**config.mk**
```make
export PLATFORM = sky130hd
export DESIGN_NAME = rv32e_mem_arbiter_flat
export DESIGN_NICKNAME = d
export VERILOG_FILES = /design/src/rtl/rv32e_mem_arbiter_if.sv /design/src/rtl/rv32e_mem_arbiter.sv /design/src/flat_wrapper.sv
export SDC_FILE = /design/constraint.sdc
export NUM_CORES = 1
export LEC_CHECK = 0
export ABC_AREA = 1
export CORE_MARGIN = 5
export CORE_UTILIZATION = 42
export DETAILED_ROUTE_END_ITERATION = 8
export GPL_ROUTABILITY_DRIVEN = 0
export PLACE_DENSITY = 0.83
export SLEW_MARGIN = 10
export SYNTH_ARGS = -nofsm -noshare
export SYNTH_HDL_FRONTEND = slang
export SYNTH_SLANG_ARGS = --single-unit
```
**constraint.sdc**
```tcl
create_clock -name clk -period 1.9 [get_ports clk]
set_input_delay 0.38 -clock clk [delete_from_list [all_inputs] [get_ports clk]]
set_output_delay 0.38 -clock clk [all_outputs]
set_load 0.02 [all_outputs]
```
**src/rtl/rv32e_mem_arbiter_if.sv**
```systemverilog
// rv32e_mem_arbiter_if: groups the fetch port, data port, memory bus and
// stall signals that surround the RV32E memory arbiter.
interface rv32e_mem_arbiter_if;
  // Instruction-fetch port
  logic        if_req;
  logic [31:0] if_addr;
  logic [31:0] if_rdata;
  logic        if_valid;
  // Data (load/store) port
  logic        d_read;
  logic        d_write;
  logic [31:0] d_addr;
  logic [31:0] d_wdata;
  logic [3:0]  d_wstrb;
  logic [31:0] d_rdata;
  logic        d_done;
  logic        bus_err;
  // Single-port memory bus
  logic        mem_req;
  logic        mem_we;
  logic [31:0] mem_addr;
  logic [31:0] mem_wdata;
  logic [3:0]  mem_wstrb;
  logic [31:0] mem_rdata;
  logic        mem_ready;
  // Pipeline stalls
  logic        stall_if;
  logic        stall_mem;

  // Arbiter view: serves the CPU ports and masters the memory bus
  modport slave (
    input  if_req, if_addr, d_read, d_write, d_addr, d_wdata, d_wstrb,
    input  mem_rdata, mem_ready,
    output if_rdata, if_valid, d_rdata, d_done, bus_err,
    output mem_req, mem_we, mem_addr, mem_wdata, mem_wstrb,
    output stall_if, stall_mem
  );

  // Environment view: CPU pipeline requesting, memory responding
  modport master (
    output if_req, if_addr, d_read, d_write, d_addr, d_wdata, d_wstrb,
    output mem_rdata, mem_ready,
    input  if_rdata, if_valid, d_rdata, d_done, bus_err,
    input  mem_req, mem_we, mem_addr, mem_wdata, mem_wstrb,
    input  stall_if, stall_mem
  );
endinterface

```
**src/rtl/rv32e_mem_arbiter.sv**
```systemverilog
// rv32e_mem_arbiter: shares one single-port memory between the RV32E fetch
// port and the load/store port. Data wins ties, but after STARVE_LIMIT data
// grants in a row with a fetch waiting, the fetch is forced through. Each
// access is bounded by TIMEOUT cycles and reports bus_err when it expires.
module rv32e_mem_arbiter #(
  parameter int unsigned STARVE_LIMIT = 4,
  parameter int unsigned TIMEOUT      = 64
) (
  input  logic               clk,
  input  logic               rst,
  rv32e_mem_arbiter_if.slave bus
);

  typedef enum logic [1:0] {
    ST_IDLE   = 2'd0,
    ST_BUSY_I = 2'd1,
    ST_BUSY_D = 2'd2,
    ST_RESP   = 2'd3
  } state_e;

  localparam logic [3:0] STREAK_MAX = 4'(STARVE_LIMIT);
  localparam logic [7:0] TIMER_LAST = 8'(TIMEOUT - 1);

  state_e      state_q,     state_d;
  logic [3:0]  streak_q,    streak_d;
  logic [7:0]  timer_q,     timer_d;
  logic        mem_req_q,   mem_req_d;
  logic        mem_we_q,    mem_we_d;
  logic [31:0] mem_addr_q,  mem_addr_d;
  logic [31:0] mem_wdata_q, mem_wdata_d;
  logic [3:0]  mem_wstrb_q, mem_wstrb_d;
  logic [31:0] if_rdata_q,  if_rdata_d;
  logic        if_valid_q,  if_valid_d;
  logic [31:0] d_rdata_q,   d_rdata_d;
  logic        d_done_q,    d_done_d;
  logic        bus_err_q,   bus_err_d;

  logic        d_any_s;
  logic        starve_s;
  logic        data_grant_s;

  // A waiting fetch blocks data only once the data streak is saturated
  assign d_any_s      = bus.d_read | bus.d_write;
  assign starve_s     = bus.if_req & (streak_q == STREAK_MAX);
  assign data_grant_s = d_any_s & ~starve_s;

  // Next-state, bus launch, capture and completion-pulse logic
  always_comb begin
    state_d     = state_q;
    streak_d    = streak_q;
    timer_d     = timer_q;
    mem_req_d   = mem_req_q;
    mem_we_d    = mem_we_q;
    mem_addr_d  = mem_addr_q;
    mem_wdata_d = mem_wdata_q;
    mem_wstrb_d = mem_wstrb_q;
    if_rdata_d  = if_rdata_q;
    d_rdata_d   = d_rdata_q;
    if_valid_d  = 1'b0;
    d_done_d    = 1'b0;
    bus_err_d   = 1'b0;
    case (state_q)
      ST_IDLE: begin
        timer_d = 8'd0;
        if (data_grant_s) begin
          state_d     = ST_BUSY_D;
          mem_req_d   = 1'b1;
          // Read and write together is served as a write
          mem_we_d    = bus.d_write;
          mem_addr_d  = bus.d_addr;
          mem_wdata_d = bus.d_wdata;
          mem_wstrb_d = bus.d_write ? bus.d_wstrb : 4'b0000;
          if (bus.if_req) begin
            if (streak_q < STREAK_MAX) begin
              streak_d = streak_q + 4'd1;
            end else begin
              streak_d = STREAK_MAX;
            end
          end else begin
            streak_d = 4'd0;
          end
        end else if (bus.if_req) begin
          state_d     = ST_BUSY_I;
          mem_req_d   = 1'b1;
          mem_we_d    = 1'b0;
          mem_addr_d  = bus.if_addr;
          mem_wdata_d = 32'd0;
          mem_wstrb_d = 4'b0000;
          streak_d    = 4'd0;
        end else begin
          state_d = ST_IDLE;
        end
      end
      ST_BUSY_I, ST_BUSY_D: begin
        timer_d = timer_q + 8'd1;
        if (bus.mem_ready) begin
          state_d   = ST_RESP;
          mem_req_d = 1'b0;
          if (state_q == ST_BUSY_I) begin
            if_rdata_d = bus.mem_rdata;
            if_valid_d = 1'b1;
          end else begin
            d_done_d = 1'b1;
            // Stores leave the last load value in place
            if (!mem_we_q) begin
              d_rdata_d = bus.mem_rdata;
            end else begin
              d_rdata_d = d_rdata_q;
            end
          end
        end else if (timer_q == TIMER_LAST) begin
          state_d    = ST_RESP;
          mem_req_d  = 1'b0;
          bus_err_d  = 1'b1;
          if_valid_d = (state_q == ST_BUSY_I);
          d_done_d   = (state_q == ST_BUSY_D);
        end else begin
          state_d = state_q;
        end
      end
      ST_RESP: begin
        // Dead cycle so a request still held high is not served twice
        timer_d = 8'd0;
        state_d = ST_IDLE;
      end
      default: begin
        state_d   = ST_IDLE;
        timer_d   = 8'd0;
        mem_req_d = 1'b0;
      end
    endcase
  end

  // State and registered-output update with synchronous reset
  always_ff @(posedge clk) begin
    if (rst) begin
      state_q     <= ST_IDLE;
      streak_q    <= 4'd0;
      timer_q     <= 8'd0;
      mem_req_q   <= 1'b0;
      mem_we_q    <= 1'b0;
      mem_addr_q  <= 32'd0;
      mem_wdata_q <= 32'd0;
      mem_wstrb_q <= 4'b0000;
      if_rdata_q  <= 32'd0;
      if_valid_q  <= 1'b0;
      d_rdata_q   <= 32'd0;
      d_done_q    <= 1'b0;
      bus_err_q   <= 1'b0;
    end else begin
      state_q     <= state_d;
      streak_q    <= streak_d;
      timer_q     <= timer_d;
      mem_req_q   <= mem_req_d;
      mem_we_q    <= mem_we_d;
      mem_addr_q  <= mem_addr_d;
      mem_wdata_q <= mem_wdata_d;
      mem_wstrb_q <= mem_wstrb_d;
      if_rdata_q  <= if_rdata_d;
      if_valid_q  <= if_valid_d;
      d_rdata_q   <= d_rdata_d;
      d_done_q    <= d_done_d;
      bus_err_q   <= bus_err_d;
    end
  end

  assign bus.mem_req   = mem_req_q;
  assign bus.mem_we    = mem_we_q;
  assign bus.mem_addr  = mem_addr_q;
  assign bus.mem_wdata = mem_wdata_q;
  assign bus.mem_wstrb = mem_wstrb_q;
  assign bus.if_rdata  = if_rdata_q;
  assign bus.if_valid  = if_valid_q;
  assign bus.d_rdata   = d_rdata_q;
  assign bus.d_done    = d_done_q;
  assign bus.bus_err   = bus_err_q;

  // Stalls release in the same cycle as the completion pulse
  assign bus.stall_if  = bus.if_req & ~if_valid_q;
  assign bus.stall_mem = d_any_s & ~d_done_q;

endmodule

```
**src/flat_wrapper.sv**
```systemverilog
// flat-port wrapper written by rule: the top's interface ports become plain ports
module rv32e_mem_arbiter_flat 
#(
  parameter int unsigned STARVE_LIMIT = 4,
  parameter int unsigned TIMEOUT      = 64
)
  (clk, rst, bus_if_req, bus_if_addr, bus_d_read, bus_d_write, bus_d_addr, bus_d_wdata, bus_d_wstrb, bus_mem_rdata, bus_mem_ready, bus_if_rdata, bus_if_valid, bus_d_rdata, bus_d_done, bus_bus_err, bus_mem_req, bus_mem_we, bus_mem_addr, bus_mem_wdata, bus_mem_wstrb, bus_stall_if, bus_stall_mem);
  rv32e_mem_arbiter_if bus_i ();
  input  logic clk;
  input  logic rst;
  input wire logic [$bits(bus_i.if_req)-1:0] bus_if_req;
  input wire logic [$bits(bus_i.if_addr)-1:0] bus_if_addr;
  input wire logic [$bits(bus_i.d_read)-1:0] bus_d_read;
  input wire logic [$bits(bus_i.d_write)-1:0] bus_d_write;
  input wire logic [$bits(bus_i.d_addr)-1:0] bus_d_addr;
  input wire logic [$bits(bus_i.d_wdata)-1:0] bus_d_wdata;
  input wire logic [$bits(bus_i.d_wstrb)-1:0] bus_d_wstrb;
  input wire logic [$bits(bus_i.mem_rdata)-1:0] bus_mem_rdata;
  input wire logic [$bits(bus_i.mem_ready)-1:0] bus_mem_ready;
  output wire logic [$bits(bus_i.if_rdata)-1:0] bus_if_rdata;
  output wire logic [$bits(bus_i.if_valid)-1:0] bus_if_valid;
  output wire logic [$bits(bus_i.d_rdata)-1:0] bus_d_rdata;
  output wire logic [$bits(bus_i.d_done)-1:0] bus_d_done;
  output wire logic [$bits(bus_i.bus_err)-1:0] bus_bus_err;
  output wire logic [$bits(bus_i.mem_req)-1:0] bus_mem_req;
  output wire logic [$bits(bus_i.mem_we)-1:0] bus_mem_we;
  output wire logic [$bits(bus_i.mem_addr)-1:0] bus_mem_addr;
  output wire logic [$bits(bus_i.mem_wdata)-1:0] bus_mem_wdata;
  output wire logic [$bits(bus_i.mem_wstrb)-1:0] bus_mem_wstrb;
  output wire logic [$bits(bus_i.stall_if)-1:0] bus_stall_if;
  output wire logic [$bits(bus_i.stall_mem)-1:0] bus_stall_mem;
  assign bus_i.if_req = bus_if_req;
  assign bus_i.if_addr = bus_if_addr;
  assign bus_i.d_read = bus_d_read;
  assign bus_i.d_write = bus_d_write;
  assign bus_i.d_addr = bus_d_addr;
  assign bus_i.d_wdata = bus_d_wdata;
  assign bus_i.d_wstrb = bus_d_wstrb;
  assign bus_i.mem_rdata = bus_mem_rdata;
  assign bus_i.mem_ready = bus_mem_ready;
  assign bus_if_rdata = bus_i.if_rdata;
  assign bus_if_valid = bus_i.if_valid;
  assign bus_d_rdata = bus_i.d_rdata;
  assign bus_d_done = bus_i.d_done;
  assign bus_bus_err = bus_i.bus_err;
  assign bus_mem_req = bus_i.mem_req;
  assign bus_mem_we = bus_i.mem_we;
  assign bus_mem_addr = bus_i.mem_addr;
  assign bus_mem_wdata = bus_i.mem_wdata;
  assign bus_mem_wstrb = bus_i.mem_wstrb;
  assign bus_stall_if = bus_i.stall_if;
  assign bus_stall_mem = bus_i.stall_mem;
  rv32e_mem_arbiter #(.STARVE_LIMIT(STARVE_LIMIT), .TIMEOUT(TIMEOUT)) u_core (.clk(clk), .rst(rst), .bus(bus_i));
endmodule
```
# ---- Yosys cells after proc, flatten, opt, wreduce, memory -nomap -nowiden
# Cells that the tools add are included.
dict set report totals {
  n_memories 0
  register_bits 151
  output_inout_bits 139
  latchBits 0
  rom_bits 0
  elab_cells 75
  in_bits 138
  ram_bits 0
}
dict set report classes {
  mul 0
  n_mux 30
  n_shift 0
  reduce_logical 11
  bitwise 11
  n_div 0
  n_eq_ne 7
  n_lt_le_gt_ge 1
  n_addsub 2
}
# operator n
set ops {}
lappend ops {{two-way mux 32 bit} 4}
lappend ops {{two-way mux 4 bit} 6}
lappend ops {{one-hot mux 8 bit (2 select lines)} 1}
lappend ops {{two-way mux 1 bit} 14}
lappend ops {{adder 8 x 1 -> 8 bit (second input constant)} 1}
lappend ops {{equality test 8 x 6 -> 1 bit (second input constant)} 1}
lappend ops {{two-way mux 2 bit} 3}
lappend ops {{!= test 3 x 2 -> 1 bit (second input constant)} 2}
lappend ops {{inverter 1 bit} 6}
lappend ops {{one-hot mux 2 bit (3 select lines)} 1}
lappend ops {{AND reduction 3 bit} 2}
lappend ops {{OR reduction 2 bit} 3}
lappend ops {{adder 4 x 1 -> 4 bit (second input constant)} 1}
lappend ops {{AND 1 bit} 4}
lappend ops {{equality test 2 bit (second input constant)} 2}
lappend ops {{equality test 4 x 3 -> 1 bit (second input constant)} 1}
lappend ops {{less-than comparator 4 x 3 -> 1 bit (second input constant)} 1}
lappend ops {{AND reduction 4 bit} 1}
lappend ops {{nonzero test 2 bit} 2}
lappend ops {{OR reduction 3 bit} 1}
lappend ops {{equality test 2 x 1 -> 1 bit (second input constant)} 1}
lappend ops {{logical NOT 2 bit} 1}
lappend ops {{one-hot mux 1 bit (2 select lines)} 1}
lappend ops {{AND reduction 2 bit} 1}
lappend ops {{OR 1 bit} 1}

# ---- Longest topological paths before layout
dict set report logic_depth {
  word_depth 6
  depth_mapped 10
  depth_no_buf 8
}

# ---- Worst setup path before layout
# OpenSTA, ideal clock, no wires.
dict set report synth_path {
  path_kind {reg-to-reg}
  from {register u_core.state_q[0]}
  to {register u_core.if_rdata_q[18] (netlist: u_core.bus.if_rdata[18])}
  t_arrival_ns 1.499
  period_less_slack_ns 1.569
  slack_ns 0.331
  path_buffers 1
  path_stages_with_launch 9
  setup_ns 0.070
  path_cell_list {dfxtp_1 -> inv_1 -> ha_1 -> nand2_1 -> clkinv_1 -> nand2_1 -> clkbuf_1 -> nand2_1 -> a21oi_1}
}
dict set report synth_via {
  elab_chain_len 3
}
# element line
set synth_rtl {}
lappend synth_rtl {{start, declared} rv32e_mem_arbiter.sv:24} ;# state_e state_q, state_d;
lappend synth_rtl {{start signal, assigned} rv32e_mem_arbiter.sv:151} ;# state_q <= state_d;
lappend synth_rtl {{equality test 2 bit or equality test 2 x 1 -> 1 bit (tied branches)} {rv32e_mem_arbiter.sv:62, rv32e_mem_arbiter.sv:99}}
lappend synth_rtl {{OR reduction 2 bit} rv32e_mem_arbiter.sv:62} ;# case (state_q)
lappend synth_rtl {{AND reduction 3 bit (no line) (*)} --}
lappend synth_rtl {{end signal, assigned} rv32e_mem_arbiter.sv:159} ;# if_rdata_q <= if_rdata_d;
lappend synth_rtl {{end, declared} rv32e_mem_arbiter.sv:32} ;# logic [31:0] if_rdata_q, if_rdata_d;
# Mark *: on every way between the ends. The rest lies on a longest branch, timed or not.
# A chain may end at the register's enable or synchronous reset.

# ---- Worst setup path after layout
dict set report layout_path {
  from {input bus_d_write}
  to {output bus_stall_mem}
}
dict set report layout_via {
  elab_chain_len 2
}
# element line
set layout_rtl {}
lappend layout_rtl {{start, declared} flat_wrapper.sv:14} ;# input wire logic [$bits(bus_i.d_write)-1:0] bus_d_write;
lappend layout_rtl {{OR 1 bit} rv32e_mem_arbiter.sv:43} ;# assign d_any_s = bus.d_read | bus.d_write;
lappend layout_rtl {{AND 1 bit} rv32e_mem_arbiter.sv:180} ;# assign bus.stall_mem = d_any_s & ~d_done_q;
lappend layout_rtl {{end, declared} flat_wrapper.sv:31} ;# output wire logic [$bits(bus_i.stall_mem)-1:0] bus_stall_mem;
# No other way between the ends.

==> reports/metrics.cfg <==
[outcome]
outcome=finished, final reports clean

[worst_setup_path]
cp_data_required_time_ns=1.52
critPathMaxFanout=3
worstSetupPathType=in2out
cp-start-kind=input port
critPathArrivalTime_ns=1.48
end_kind=primary output

[finish]
diodes=0
final_net_count=1271
final_area_sq_um=9807
area_delta_synth_final_pct=61.94
drive_above_1_share=0.06245

[cts]
htreeDepth=4
cts_made_buffers=17
root_buffer=clkbuf_16
clkSinkCount=151
postCtsSetupRepairBufs=0
clockBufferDepth=2
clk_latency_ns=0.41
clkSlewWorstSetupHoldPaths_ns=0.06
cts_tree=yes

[global_routing]
grt_max_degree=49
grt_pass1_vias=6017
grt_usage=0.2239
grt_pass1_wl_microns=29790
grt-ovfl-total=0
antenna_found_initial=0

[route]
wirelength_microns=19370
drt-wirelength-per-cell_microns=14.71
dr.pass1.iters=6
via_count=6388
via_per_inst=4.850
drc=0
ant_nets=0
drtIter0Drc=419

[sta]
setup_ws_ns=0.04118
grt_setup_unrepaired=no
max-slew-margin-rel=0.7372
hold_slack_ns=0.3639
min_period_over_period=0.9783
worst_pin_slew_ns=0.3941
clock.fmax_mhz=538.0
final-hold-violation-count=0
setup_viol=0
clock_skew_ns=0.005183
final_max_slew_viol_count=0
final.setup.tns_ns=0
period_minus_slack_ns=1.859

[synthesis]
synth_warnings=0
syn_inst=852
seq_area_frac_synth=0.4992
netlist_area_sq_um=6056
synthesis.nets=997
synth_area_per_cell_sq_um=7.108
synth-seq-cells=151
synth_cell_type_count=22

[pwr]
p_per_area_nw_per_um2=1454
power_leakage_nw=4.065
irDropWorstVdd_uv=740.9

[floorplanning]
design.core.area_sq_um=13990
die-area_sq_um=16920
start_util=0.4329
dieHeight_microns=130.1
die_w_microns=130.1
io_pins=277
rows=43

[placed_design]
dp_hpwl_microns=14190
port_buffers=276
place_worst_setup_slack_ns=-0.2391
place_area_sq_um=9159

[worst_hold_path]
hp-class=in2reg

[job]
drv_cap=0

[metal layers]
layer	part of all wire	vias to the layer above	global-route usage
met2	0.47	285	0.3808
met5	0	-	0
met4	0.026	0	0.08985
li1	-	3252	-
met3	0.13	34	0.09415
met1	0.37	2817	0.2476
[stage by stage]
step	utilization	instances	total power, W
5_1_grt	0.7011	1317	0.01521
2_1_floorplan	-	852	0.007788
3_5_place_dp	0.6547	1286	0.01075
6_report	0.7011	1317	0.01426
3_3_place_gp	0.6547	1286	0.01062
4_1_cts	0.6986	1316	0.01429
[power breakdown]
| group | internal [W] | total [W] | leakage [nW] | switching, W |
|---|---|---|---|---|
| Sequential | 0.00400 | 0.00441 | 1.24 | 0.000415 |
| Clock | 0.00225 | 0.00352 | 0.295 | 0.00127 |
| Combinational | 0.00282 | 0.00634 | 2.53 | 0.00352 |
| Total | 0.00906 | 0.0143 | 4.06 | 0.00520 |
[timing repair]
action / 4_1_cts / 5_1_grt
gates resized for setup: 3 / 4
cloned: 0 / 1
setup endpoints to repair: 2 / 30
hold buffers: 0 / 0
[critical path, stage by stage]
cell,delay (ns)
clkdlybuf4s50_1,0.49
nor2_4,0.23
nor2_1,0.06
dlygate4sd2_1,0.32
[final timing paths]
path / from / endpoint / slack (ns) / cells after the start
worst max-delay path: bus_d_write / bus_stall_mem / 0.04 / 4
worst min-delay path: rst / u_core.bus.if_rdata[13] / 0.36 / 2
worst max register to register: u_core.state_q[0] / u_core.bus.if_rdata[15] / 0.16 / 9
worst min register to register: u_core.bus.if_rdata[29] / u_core.bus.if_rdata[29] / 0.46 / 2
[synthesized netlist by cell type]
cell type / instances / area share
a21oi_1: 79 / 0.065
buf_1: 3 / 0.0019
buf_2: 14 / 0.012
buf_4: 1 / 0.0012
buf_6: 2 / 0.0037
clkbuf_1: 35 / 0.022
clkinv_1: 1 / 0.00062
dfxtp_1: 151 / 0.50
ha_1: 7 / 0.014
inv_1: 55 / 0.034
inv_2: 2 / 0.0012
nand2_1: 198 / 0.12
nand3_1: 100 / 0.083
nand4_1: 1 / 0.0010
nor2_1: 153 / 0.095
nor2_2: 2 / 0.0021
nor3_1: 3 / 0.0025
nor3b_1: 1 / 0.0012
o21a_1: 1 / 0.0012
o21ai_0: 41 / 0.034
o21ai_2: 1 / 0.0014
xnor2_1: 1 / 0.0014
[state kept, by name, summed over array words and instances, names as in the netlist]
register,cells
u_core.bus.mem_we,1
u_core.bus.mem_req,1
u_core.streak_q,4
u_core.bus.d_done,1
u_core.state_q,2
u_core.timer_q,8
u_core.bus.mem_addr,32
u_core.bus.mem_wstrb,4
u_core.bus.if_rdata,32
u_core.bus.if_valid,1
u_core.bus.d_rdata,32
u_core.bus.bus_err,1
u_core.bus.mem_wdata,32
[area by class of cell]
class / instances / area (sq um)
fillers: 1146 / 4182
well taps: 180 / 225.2
inverters: 58 / 217.7
repair buffers: 310 / 3143
multi-input cells: 588 / 2585
clock buffers: 21 / 460.4
flip-flops and latches: 151 / 3025
clock inverters: 9 / 150.1
[cell usage in the layout, fill, tap and decap left out]
| master | instances |
|---|---|
| nand2_4 | 1 |
| clkinv_1 | 1 |
| xnor2_1 | 1 |
| nor2_1 | 153 |
| clkbuf_16 | 18 |
| clkbuf_8 | 2 |
| inv_1 | 55 |
| nand4_1 | 1 |
| clkdlybuf4s50_1 | 273 |
| a21oi_1 | 79 |
| nor2_2 | 1 |
| nand3_1 | 100 |
| dlygate4sd2_1 | 2 |
| dfxtp_1 | 149 |
| inv_2 | 2 |
| clkinv_2 | 3 |
| nand2_1 | 197 |
| nor2_4 | 1 |
| nor3_1 | 3 |
| nor3b_1 | 1 |
| bufinv_16 | 4 |
| clkbuf_1 | 2 |
| clkinvlp_4 | 2 |
| o21ai_0 | 41 |
| o21ai_2 | 1 |
| buf_12 | 9 |
| dfxtp_2 | 2 |
| ha_1 | 7 |
| buf_4 | 25 |
| o21a_1 | 1 |
[kinds of logic (layout without fill, tap and decap cells)]
kind of cell,after synthesis,count (layout),share of synthesized area
AND/OR/NAND/NOR,458,458,0.3070
flip-flops,151,151,0.4992
AO/OA/AOI/OAI,122,122,0.1019
buffers and inverters,113,398,0.07603
adder cells (fa/ha/maj),7,7,0.01446
XOR/XNOR,1,1,0.001447
(Power assumes the default switching activity.)
